File: src/rtl/sram16x8_pkg.sv
// Shared constants and encodings for the two-requester SRAM arbiter.
// The state and side encodings are visible to any checker bound to the design.
package sram16x8_pkg;

   localparam int AW = 4;
   localparam int DW = 8;

   typedef enum logic {
      ST_CLEAR = 1'b0,
      ST_IDLE  = 1'b1
   } state_t;

   typedef enum logic {
      SIDE_A = 1'b0,
      SIDE_B = 1'b1
   } side_t;

endpackage

File: src/rtl/sram16x8_rr_arbiter_rr_arb2.sv
// Two-way round-robin grant. rr_ptr names the side that wins the next tie
// and always moves to the side that was not just served.
module rr_arb2
   import sram16x8_pkg::*;
(
   input  logic       clk,
   input  logic       rst,
   input  logic [1:0] req,
   input  logic       en,
   output logic [1:0] gnt
);

   side_t rr_ptr;

   always_comb begin
      gnt = 2'b00;
      if (en) begin
         case (req)
            2'b01:   gnt = 2'b01;
            2'b10:   gnt = 2'b10;
            2'b11:   gnt = (rr_ptr == SIDE_A) ? 2'b01 : 2'b10;
            default: gnt = 2'b00;
         endcase
      end
   end

   always_ff @(posedge clk) begin
      if (rst) begin
         rr_ptr <= SIDE_A;
      end else if (gnt[0]) begin
         rr_ptr <= SIDE_B;
      end else if (gnt[1]) begin
         rr_ptr <= SIDE_A;
      end
   end

endmodule

File: src/rtl/sram16x8_rr_arbiter.sv
// Shares one 16x8 sync dual-port SRAM between requesters A and B with a
// clear sequencer. Handshake: req_x is valid, fields held until gnt_x; gnt_x
// (combinational) accepts the request in that same cycle; reads return a
// single-cycle rvalid_x one cycle after the grant.
module sram16x8_rr_arbiter
   import sram16x8_pkg::*;
#(
   parameter int AW = sram16x8_pkg::AW,
   parameter int DW = sram16x8_pkg::DW
) (
   input  logic          clk,
   input  logic          rst,
   input  logic          req_a,
   input  logic          wr_a,
   input  logic [AW-1:0] addr_a,
   input  logic [DW-1:0] wdata_a,
   output logic          gnt_a,
   output logic          rvalid_a,
   output logic [DW-1:0] rdata_a,
   input  logic          req_b,
   input  logic          wr_b,
   input  logic [AW-1:0] addr_b,
   input  logic [DW-1:0] wdata_b,
   output logic          gnt_b,
   output logic          rvalid_b,
   output logic [DW-1:0] rdata_b,
   input  logic          clr_req,
   output logic          clr_done,
   output logic          mem_rst,
   output logic          mem_we,
   output logic          mem_en,
   output logic [AW-1:0] mem_w_addr,
   output logic [AW-1:0] mem_r_addr,
   output logic [DW-1:0] mem_data_w,
   input  logic [DW-1:0] mem_data_r
);

   state_t     state;
   state_t     state_nxt;
   logic       arb_en;
   logic [1:0] gnt;
   logic       rd_gnt;
   logic       pend_valid;
   side_t      pend_side;

   rr_arb2 u_arb (
      .clk (clk),
      .rst (rst),
      .req ({req_b, req_a}),
      .en  (arb_en),
      .gnt (gnt)
   );

   // Clear wins over any pending request; CLEAR always lasts exactly one cycle.
   always_comb begin
      state_nxt = state;
      arb_en    = 1'b0;
      mem_rst   = 1'b0;
      case (state)
         ST_CLEAR: begin
            mem_rst   = 1'b1;
            state_nxt = ST_IDLE;
         end
         ST_IDLE: begin
            if (clr_req) begin
               state_nxt = ST_CLEAR;
            end else begin
               arb_en = 1'b1;
            end
         end
         default: state_nxt = ST_CLEAR;
      endcase
   end

   always_comb begin
      mem_we     = 1'b0;
      mem_en     = 1'b0;
      mem_w_addr = '0;
      mem_r_addr = '0;
      mem_data_w = '0;
      rd_gnt     = 1'b0;
      if (gnt[0]) begin
         if (wr_a) begin
            mem_we     = 1'b1;
            mem_w_addr = addr_a;
            mem_data_w = wdata_a;
         end else begin
            mem_en     = 1'b1;
            mem_r_addr = addr_a;
            rd_gnt     = 1'b1;
         end
      end else if (gnt[1]) begin
         if (wr_b) begin
            mem_we     = 1'b1;
            mem_w_addr = addr_b;
            mem_data_w = wdata_b;
         end else begin
            mem_en     = 1'b1;
            mem_r_addr = addr_b;
            rd_gnt     = 1'b1;
         end
      end
   end

   // A read issued just before a clear still returns its pre-clear data.
   always_ff @(posedge clk) begin
      if (rst) begin
         state      <= ST_CLEAR;
         pend_valid <= 1'b0;
         pend_side  <= SIDE_A;
         clr_done   <= 1'b0;
      end else begin
         state      <= state_nxt;
         pend_valid <= rd_gnt;
         pend_side  <= gnt[1] ? SIDE_B : SIDE_A;
         clr_done   <= (state == ST_CLEAR);
      end
   end

   assign gnt_a    = gnt[0];
   assign gnt_b    = gnt[1];
   assign rvalid_a = pend_valid && (pend_side == SIDE_A);
   assign rvalid_b = pend_valid && (pend_side == SIDE_B);
   assign rdata_a  = mem_data_r;
   assign rdata_b  = mem_data_r;

endmodule

File: config.mk
export PLATFORM = sky130hd
export DESIGN_NAME = sram16x8_rr_arbiter
export DESIGN_NICKNAME = d
export VERILOG_FILES = /design/src/rtl/sram16x8_pkg.sv /design/src/rtl/sram16x8_rr_arbiter_rr_arb2.sv /design/src/rtl/sram16x8_rr_arbiter.sv
export SDC_FILE = /design/constraint.sdc
export NUM_CORES = 1
export LEC_CHECK = 0
export ABC_CLOCK_PERIOD_IN_PS = 2200
export BUFFER_PORTS_ARGS = -buffer_cell sky130_fd_sc_hd__buf_2
export CORE_MARGIN = 2
export CORE_UTILIZATION = 30
export DETAILED_ROUTE_END_ITERATION = 10
export PLACE_DENSITY = 0.79
export REMOVE_ABC_BUFFERS = 1
export SLEW_MARGIN = 15
export SYNTH_ARGS = -nofsm -noshare
export SYNTH_HDL_FRONTEND = slang
export SYNTH_SLANG_ARGS = --single-unit
File: constraint.sdc
create_clock -name clk -period 2.2 [get_ports clk]
set_input_delay 0.55 -clock clk [delete_from_list [all_inputs] [get_ports clk]]
set_output_delay 0.55 -clock clk [all_outputs]
set_load 0.005 [all_outputs]
==> out/metrics.csv, run 1 <==
stage,metric,value,unit
global_routing,grt_pass1_wl,2.256,mm
power,peakVddDrop,0.0001730,V
run_status,status,"complete, no violations",
sta,worst_slew_margin_rel,85.41,%
sta,setup_viol,0,
yosys,postSynthCellCount,63,
sta,tightestPinTransition,0.2188,ns
sta,slew_viol_final,0,
clock_network,root_buffer,clkbuf_4,
sta,fin_crit_sh,97.19,%
power,pwr-share-comb,28.6,%
global_routing,grt_pass1_vias,572,
sta,fin_worst_skew,0.001808,ns
floorplan,start_util,32.47,%
floorplan,rows,15,
sta,fmax,0.4677,GHz
worst_hold_path,hp-start,state,
worst_setup_path,rr_worst_depth,4,
clock_network,clock_path_buffers,2,
worst_hold_path,hold_class,flip-flop to flip-flop,
placement,globalplace.congestion,0.7363,
worst_setup_path,crit_arrival,1.59,ns
yosys,ys_seq_area_share,17.66,%
cells_and_area,design_area,797.0,µm²
placement,dpl_worst_slack,0.05799,ns
sta,setup_slack,0.06192,ns
yosys,postSynthAreaPerCell,8.997,µm²
worst_setup_path,r2r-start,state,
yosys,synth_top_area_cell,a22o_1,
drt,firstDrtPassIters,2,
power,powerDensity,356.9,nW/µm²
worst_setup_path,r2r_slack,1.02,ns
floorplan,die_h,47.47,µm
worst_setup_path,crit_required,1.65,ns
drt,wl_per_cell,12.54,µm
global_routing,grt_overflow,0,
power,swShare,26.14,%
drt,drc_errors,0,
cells_and_area,antenna_cells,0,
global_routing,track_usage,14.02,%
power,switching_power,0.07436,mW
global_routing,antenna_found_initial,0,
floorplan,die_w,47.47,µm
power,power_frac_seq,34.7,%
yosys,synth_top_area_share,24.72,%
cells_and_area,area_growth,40.62,%
yosys,syn_area,566.8,µm²
drt,antenna_left,0,
sta,whs,0.4667,ns
placement,placed_area,755.7,µm²
yosys,synth_warnings,0,
clock_network,h-tree-depth,1,
clock_network,cts.clk_slew.worst_paths,0.04,ns
cells_and_area,fin_cells,130,
floorplan,dieArea,2253,µm²
cells_and_area,drive_above_1_share,62.86,%
drt,drt-initial-drc-count,6,
worst_hold_path,holdPathEnd,clr_done,
worst_setup_path,critPathKind,input port to output port,
yosys,yosys_register_bits,5,
placement,place_hpwl,1.348,mm
cells_and_area,fin_nets,145,
clock_network,clk_latency,0.24,ns
worst_setup_path,worst_setup_path_end_kind,output port,
sta,finalHoldViolations,0,
yosys,synth.distinct_cells,22,
power,p_int,0.2101,mW
global_routing,grt_max_degree,14,
run,maxCapViolCount,0,
worst_setup_path,critical_path.max_fanout,13,
cells_and_area,final_common_cell,buf_2,
drt,via_per_inst,4.977,
power,clock_power_share,36.7,%
clock_network,ctsHoldBuffers,0,
worst_setup_path,crit_start,clr_req,
sta,tns,0,ns
clock_network,numClockSinks,5,
sta,finalCriticalPeriod,2.138,ns
placement,placed_cells,125,
drt,wirelength,1.630,mm
worst_setup_path,cp-start-kind,input port,
worst_hold_path,hold_depth,1,
placement,numPortBuffers,54,
clock_network,numCtsBuffers,3,
drt,vias,647,
floorplan,ios,79,
clock_network,cts_tree,yes,
cells_and_area,most-common-layout-cells,"buf_2 (54), a22o_1 (16), dfxtp_1 (4)",
yosys,synth_area_leaders,"a22o_1 (25%), buf_4 (21%), dfxtp_1 (18%), nor4b_4 (8.4%), nor2b_1 (3.3%)",
power,leakage,0.4640,nW
sta,rsz0062_at_grt,no,
worst_setup_path,r2r_end,pend_valid,
floorplan,core,1745,µm²
## final cells by class
class,count,area [µm²]
multi-input combinational,36,315.3
fill,173,948.4
sequential,5,103.9
inverter,3,11.26
tap,25,31.28
timing repair buffer,57,309.0
clock buffer,4,26.28
## worst max-delay path, stage by stage
cell	delay, ns
buf_2	0.18
nor2b_1	0.09
and4_1	0.23
buf_12	0.15
or2_2	0.26
buf_2	0.12
## kinds of logic (layout without fill, tap and decap cells)
kind of cell    count (synthesis)  in the layout  synth area share [%]
compound gates                 21             21                 32.67
simple gates                   15             15                 22.96
buf+inv                        22             64                 26.71
flops                           5              5                 17.66
## registers in the layout (all words and copies together), names as in the netlist
signal,flops
clr_done,1
u_arb.rr_ptr,1
state,1
pend_side,1
pend_valid,1
## layer usage
layer	up-vias	routed length [µm]	track usage [%]
li1	301	-	-
met1	287	621	14.22
met2	59	783	22.97
met3	0	226	7.547
met4	0	0	7.778
met5	-	0	0
## cell usage after synthesis
library cell / instances
o21ba_2: 1
clkbuf_1: 1
nor3b_1: 1
dfxtp_1: 5
a22o_1: 16
buf_6: 1
or2_2: 1
nor2b_1: 3
inv_1: 3
and4b_1: 1
a21bo_4: 1
nand3_1: 1
a21oi_1: 2
a311oi_1: 1
or2_1: 1
nor2_1: 2
nand2b_1: 1
buf_2: 1
and4_1: 1
buf_4: 16
and2_1: 1
nor4b_4: 2
## through the flow
stage	utilization, %	total power, mW
floorplan	-	0.1301
global placement	43.30	0.1787
detailed placement	43.30	0.1811
CTS	45.30	0.2907
global route	45.66	0.3062
finish	45.66	0.2844
## worst max path at each step
stage	endpoint	slack, ns	cells after the start
floorplan	mem_data_w[0]	0.19	3
global placement	mem_w_addr[1]	0.06	6
detailed placement	mem_data_w[0]	0.06	6
CTS	mem_data_w[0]	0.06	6
global route	mem_data_w[0]	0.003	6
finish	mem_we	0.06	6
## timing repair
item / 4_1_cts / 5_1_grt
buffers inserted: 1 / 0
setup endpoints to repair: 13 / 16
pin swaps: 1 / 1
resized for setup: 1 / 2
endpoints found under the hold margin: 0 / 0
## power by group through the flow
stage          Clock [mW]  Combinational (mW)  Sequential (mW)
2_1_floorplan           0              0.0302           0.0999
3_3_place_gp            0              0.0784            0.100
3_5_place_dp            0              0.0805            0.101
4_1_cts             0.110              0.0816           0.0994
5_1_grt             0.116              0.0899           0.0998
6_report            0.104              0.0812           0.0988
Power figures use the tool's default switching activity.
==> inputs of run 2 (changes only) <==
- ABC_AREA: not set -> 1
- CORE_UTILIZATION: 30 -> 32
- PLACE_DENSITY: 0.79 -> 0.8
==> run 2 against run 1 <==
Net effect:
- highest routed layer is now met4
- worst hold slack got worse by 0.018 ns
- critical path depth rose by 1
- total power rose by 4.2%
- via count rose by 27%
==> out/metrics.csv, run 2 <==
stage,metric,value,unit,change
sta,setup_viol,0,,unchanged
cells_and_area,fin_cells,171,,+32%
clock_network,numClockSinks,5,,unchanged
worst_setup_path,worst_setup_path_end_kind,output port,,
cells_and_area,utilization,42.84,%,-2.8 points
placement,placed_cells,167,,+34%
run,maxCapViolCount,0,,unchanged
yosys,synth_top_area_share,21.89,%,-2.8 points
floorplan,core,1922,µm²,+10%
sta,setup_slack,0.2052,ns,+0.1432 ns
sta,tightestPinTransition,0.3073,ns,+0.08858 ns
worst_setup_path,critPathKind,input port to output port,,
worst_setup_path,slowest_delay,0.28,ns,+0.02 ns
placement,dpl_worst_slack,0.1975,ns,+0.1395 ns
power,powerDensity,360.0,nW/µm²,+0.88%
yosys,postSynthCellCount,105,,+67%
power,leakage,0.5288,nW,+14%
yosys,ys_async_sr_fraction,0,%,unchanged
sta,whs,0.4484,ns,-0.01835 ns
clock_network,numCtsBuffers,3,,unchanged
worst_setup_path,critical_path.max_fanout,13,,unchanged
power,total_power,0.2964,mW,+4.2%
sta,slew_viol_final,0,,unchanged
yosys,synth_edf_count,0,,unchanged
worst_setup_path,crit_arrival,1.44,ns,-0.15 ns
clock_network,cts_resized,0,,-1
drt,drc_errors,0,,unchanged
global_routing,grt_overflow,0,,unchanged
yosys,postSynthAreaPerCell,6.042,µm²,-33%
sta,fin_crit_sh,90.67,%,-6.5 points
cells_and_area,design_area,823.3,µm²,+3.3%
worst_setup_path,cp_slowest_cell,nor2_4,,
placement,placed_area,797.0,µm²,+5.5%
placement,globalplace.congestion,0.7774,,+5.6%
global_routing,track_usage,17.88,%,+3.9 points
global_routing,grt_pass1_vias,711,,+24%
drt,drt-initial-drc-count,15,,+9
drt,antenna_left,0,,unchanged
yosys,yosys_register_bits,5,,unchanged
global_routing,grt_max_degree,21,,+7
sta,tns,0,ns,unchanged
floorplan,start_util,33.01,%,+0.53 points
sta,worst_slew_margin_rel,79.46,%,-5.9 points
clock_network,clk_latency,0.25,ns,about the same
yosys,synth_ff_type,dfxtp_1,,
worst_setup_path,critical_path.top_delay_family,simple AND/OR/NAND/NOR gates,,
floorplan,ios,79,,unchanged
floorplan,die_w,48.53,µm,+2.2%
floorplan,rows,16,,+1
clock_network,h-tree-depth,1,,unchanged
run_status,status,"complete, no violations",,
yosys,synth.distinct_cells,16,,-27%
clock_network,root_buffer,clkbuf_4,,
yosys,synth_top_area_cell,nand2_1,,
clock_network,post_cts_buffers,0,,-1
clock_network,cts.clk_slew.worst_paths,0.04,ns,about the same
floorplan,die_h,48.53,µm,+2.2%
sta,fmax,0.5013,GHz,+7.2%
cells_and_area,fin_nets,184,,+27%
drt,via_per_inst,4.819,,-3.2%
clock_network,clock_path_buffers,2,,unchanged
sta,fin_worst_skew,0.007127,ns,+0.005319 ns
worst_hold_path,hold_class,flip-flop to flip-flop,,
yosys,synth_area_leaders,"nand2_1 (22%), buf_4 (20%), nand4_1 (18%), dfxtp_1 (16%), buf_6 (3.6%)",,
sta,finalHoldViolations,0,,unchanged
drt,vias,824,,+27%
placement,numPortBuffers,54,,unchanged
sta,rsz0062_at_grt,no,,
clock_network,ctsHoldBuffers,0,,unchanged
worst_setup_path,critPathBufInv,2,,-1
clock_network,cts_tree,yes,,
drt,firstDrtPassIters,4,,+2
yosys,yosysMostFrequentCell,nand2_1,,
cells_and_area,area_growth,29.78,%,
yosys,syn_area,634.4,µm²,+12%
worst_setup_path,path_cells,buf_2 -> nand2_1 -> nand3_2 -> nor2_4 -> nand2_1 -> nand2_1 -> buf_2,,
cells_and_area,antenna_cells,0,,unchanged
floorplan,dieArea,2355,µm²,+4.5%
drt,wl_per_cell,11.68,µm,-6.8%
drt,wirelength,1.998,mm,+23%
worst_setup_path,cp-start-kind,input port,,
worst_setup_path,path_common_cell,nand2_1,,
worst_setup_path,crit_required,1.65,ns,about the same
global_routing,grt_pass1_wl,3.312,mm,+47%
global_routing,antenna_found_initial,0,,unchanged
sta,finalCriticalPeriod,1.995,ns,-0.1432 ns
power,peakVddDrop,0.0001550,V,-10%
cells_and_area,final_common_cell,buf_2,,
yosys,ys_seq_area_share,15.78,%,-1.9 points
yosys,synth_warnings,0,,unchanged
cells_and_area,most-common-layout-cells,"buf_2 (54), nand2_1 (37), nand4_1 (18)",,
cells_and_area,drive_above_1_share,45.83,%,-17 points
yosys,yosys-top-cells-count,"nand2_1 (37), nand4_1 (18), buf_4 (17)",,
placement,place_hpwl,1.659,mm,+23%
## run 2: cells by family (layout without fill, tap and decap cells)
family	Yosys count	count (layout)	synth area share [%]
AO/OA/AOI/OAI	3	3	2.366
buffers and inverters	31	70	31.16
flip-flops	5	5	15.78
AND/OR/NAND/NOR	66	66	50.69
## run 2: worst reg2reg max path, delay by kind of cell (launching register included)
family                 cells  cell delay (ns)
buffers and inverters      2             0.29
AND/OR/NAND/NOR            2             0.23
flip-flops                 1             0.36
AO/OA/AOI/OAI              1             0.16
## run 2: final cells by class
class / count / area, µm²
fill: 212 / 1099
multi-input combinational: 69 / 336.6
timing repair buffer: 57 / 292.8
sequential: 5 / 100.1
inverter: 9 / 33.78
tap: 27 / 33.78
clock buffer: 4 / 26.28
## run 2: power by group
group	internal, mW	switching [mW]	total, mW
Sequential	0.0952	0.00225	0.0974
Combinational	0.0403	0.0487	0.0890
Clock	0.0688	0.0412	0.110
## run 2: per-layer routing
layer / part of all wire (%) / track usage (%) / wire [µm] / vias up
met2: 45 / 27.78 / 904 / 60
met4: 1.5 / 5.714 / 30 / 0
li1: - / - / - / 405
met3: 17 / 13.89 / 347 / 3
met5: 0 / 0 / 0 / -
met1: 36 / 18.49 / 716 / 356
## run 2: path summary, 6_finish.rpt
path / endpoint / cells after the start / startpoint / slack (ns)
max: mem_w_addr[3] / 7 / req_a / 0.21
min: clr_done / 1 / state / 0.45
max reg2reg: pend_valid / 5 / state / 1.11
min reg2reg: clr_done / 1 / state / 0.45
==> inputs of run 3 (changes only) <==
- CORE_UTILIZATION: 32 -> 33
- CTS_BUF_LIST: not set -> sky130_fd_sc_hd__clkbuf_2 sky130_fd_sc_hd__clkbuf_4 sky130_fd_sc_hd__clkbuf_8
- PLACE_DENSITY: 0.8 -> 0.82
==> run 3 against run 2 <==
Net effect:
- cell area increased by 0.15%
- utilization is 3.9 points higher
- clock skew shrank 0.0056 ns
- sequential power is essentially flat
- non-clock buffer count unchanged
- register-to-register slack about the same
- first-iteration DRC count increased by 33%
- total power is 2.8% higher
- worst hold slack lost 0.0036 ns
- count of clock-buffer cells in the layout unchanged
- sequential share of layout area about the same
- combinational power down 0.6%
==> out/metrics.csv, run 3 (synthesized netlist as in run 2, its figures left out) <==
stage,metric,value,unit,change
floorplan,core,1764,µm²,-8.2%
placement,globalplace.congestion,0.8373,,+7.7%
drt,vias,822,,-0.24%
global_routing,antenna_found_initial,0,,unchanged
drt,wirelength,1.984,mm,-0.70%
sta,fin_worst_skew,0.001558,ns,-0.005569 ns
global_routing,grt_max_degree,21,,unchanged
clock_network,cts_tree,yes,,
power,powerDensity,369.5,nW/µm²,+2.6%
global_routing,grt_overflow,0,,unchanged
sta,finalCriticalPeriod,1.992,ns,-0.002550 ns
global_routing,grt_pass1_wl,2.849,mm,-14%
cells_and_area,utilization,46.74,%,+3.9 points
worst_setup_path,critical_path.max_fanout,13,,unchanged
run_status,status,"complete, no violations",,
sta,rsz0062_at_grt,no,,
clock_network,post_cts_buffers,0,,unchanged
cells_and_area,fin_nets,184,,unchanged
drt,wl_per_cell,11.74,µm,+0.47%
floorplan,die_w,47.85,µm,-1.4%
cells_and_area,area_growth,29.98,%,
global_routing,track_usage,17.54,%,-0.34 points
sta,fmax,0.5019,GHz,+0.13%
power,leakage,0.5322,nW,+0.65%
worst_setup_path,crit_required,1.65,ns,about the same
clock_network,clk_latency,0.24,ns,about the same
clock_network,cts_resized,0,,unchanged
floorplan,dieArea,2289,µm²,-2.8%
drt,via_per_inst,4.864,,+0.94%
sta,setup_viol,0,,unchanged
sta,fin_crit_sh,90.56,%,-0.12 points
sta,tns,0,ns,unchanged
run,maxCapViolCount,0,,unchanged
worst_setup_path,worst_setup_path_end_kind,output port,,
clock_network,ctsHoldBuffers,0,,unchanged
floorplan,die_h,47.85,µm,-1.4%
power,total_power,0.3047,mW,+2.8%
clock_network,root_buffer,clkbuf_4,,
sta,whs,0.4448,ns,-0.003564 ns
floorplan,rows,15,,-1
cells_and_area,final_common_cell,buf_2,,
cells_and_area,antenna_cells,0,,unchanged
floorplan,start_util,35.96,%,+2.9 points
placement,numPortBuffers,54,,unchanged
sta,finalHoldViolations,0,,unchanged
clock_network,h-tree-depth,1,,unchanged
clock_network,cts.clk_slew.worst_paths,0.04,ns,about the same
sta,slew_viol_final,0,,unchanged
drt,firstDrtPassIters,4,,unchanged
worst_setup_path,critPathKind,input port to output port,,
floorplan,ios,79,,unchanged
power,peakVddDrop,0.0001903,V,+23%
sta,tightestPinTransition,0.3136,ns,+0.006309 ns
placement,place_hpwl,1.647,mm,-0.69%
clock_network,numClockSinks,5,,unchanged
clock_network,numCtsBuffers,3,,unchanged
drt,drt-initial-drc-count,20,,+5
clock_network,clock_path_buffers,2,,unchanged
global_routing,grt_pass1_vias,705,,-0.84%
sta,worst_slew_margin_rel,79.04,%,-0.42 points
cells_and_area,most-common-layout-cells,"buf_2 (54), nand2_1 (37), nand4_1 (18)",,
worst_hold_path,hold_class,flip-flop to flip-flop,,
drt,drc_errors,0,,unchanged
drt,antenna_left,0,,unchanged
worst_setup_path,cp-start-kind,input port,,
cells_and_area,drive_above_1_share,46.53,%,+0.69 points
worst_setup_path,crit_arrival,1.44,ns,about the same
[run 3: final cells by class]
class / count / area (µm²)
clock buffers: 4 / 30.03
fillers: 198 / 939.7
inverters: 9 / 33.78
multi-input cells: 69 / 336.6
flip-flops and latches: 5 / 100.1
well taps: 25 / 31.28
repair buffers: 57 / 292.8
[run 3: worst paths after layout]
path                            startpoint            end  slack [ns]  cells after the start
worst max register to register       state     pend_valid        1.11                      5
worst min register to register       state       clr_done        0.44                      1
worst min-delay path                 state       clr_done        0.44                      1
worst max-delay path               clr_req  mem_w_addr[1]        0.21                      7
[run 3: where the power goes]
| group | switching (mW) | internal [mW] | leakage, nW |
|---|---|---|---|
| Clock | 0.0380 | 0.0809 | 0.0184 |
| Combinational | 0.0482 | 0.0403 | 0.473 |
| Sequential | 0.00219 | 0.0952 | 0.0411 |
| Total | 0.0883 | 0.216 | 0.532 |
[run 3: routing by layer]
layer	global-route usage, %	wire [µm]	up-vias
met2	25.60	895	47
met4	7.568	23	0
met1	19.47	737	359
met5	0	0	-
li1	-	-	412
met3	12.45	327	4
[run 3: through the flow]
step                std cells  worst slack, ns  area (µm²)
floorplan                  83           0.2835       470.5
global placement          165           0.2387       794.5
detailed placement        165           0.2043       794.5
CTS                       169           0.1957       824.5
global route              169          0.08757       824.5
finish                    169           0.2077       824.5
[run 3: worst max-delay path: stages]
cell	delay, ns
buf_2	0.12
nor2_4	0.11
nand3_2	0.11
nor2_4	0.28
nand2_1	0.09
nand2_1	0.07
buf_2	0.11
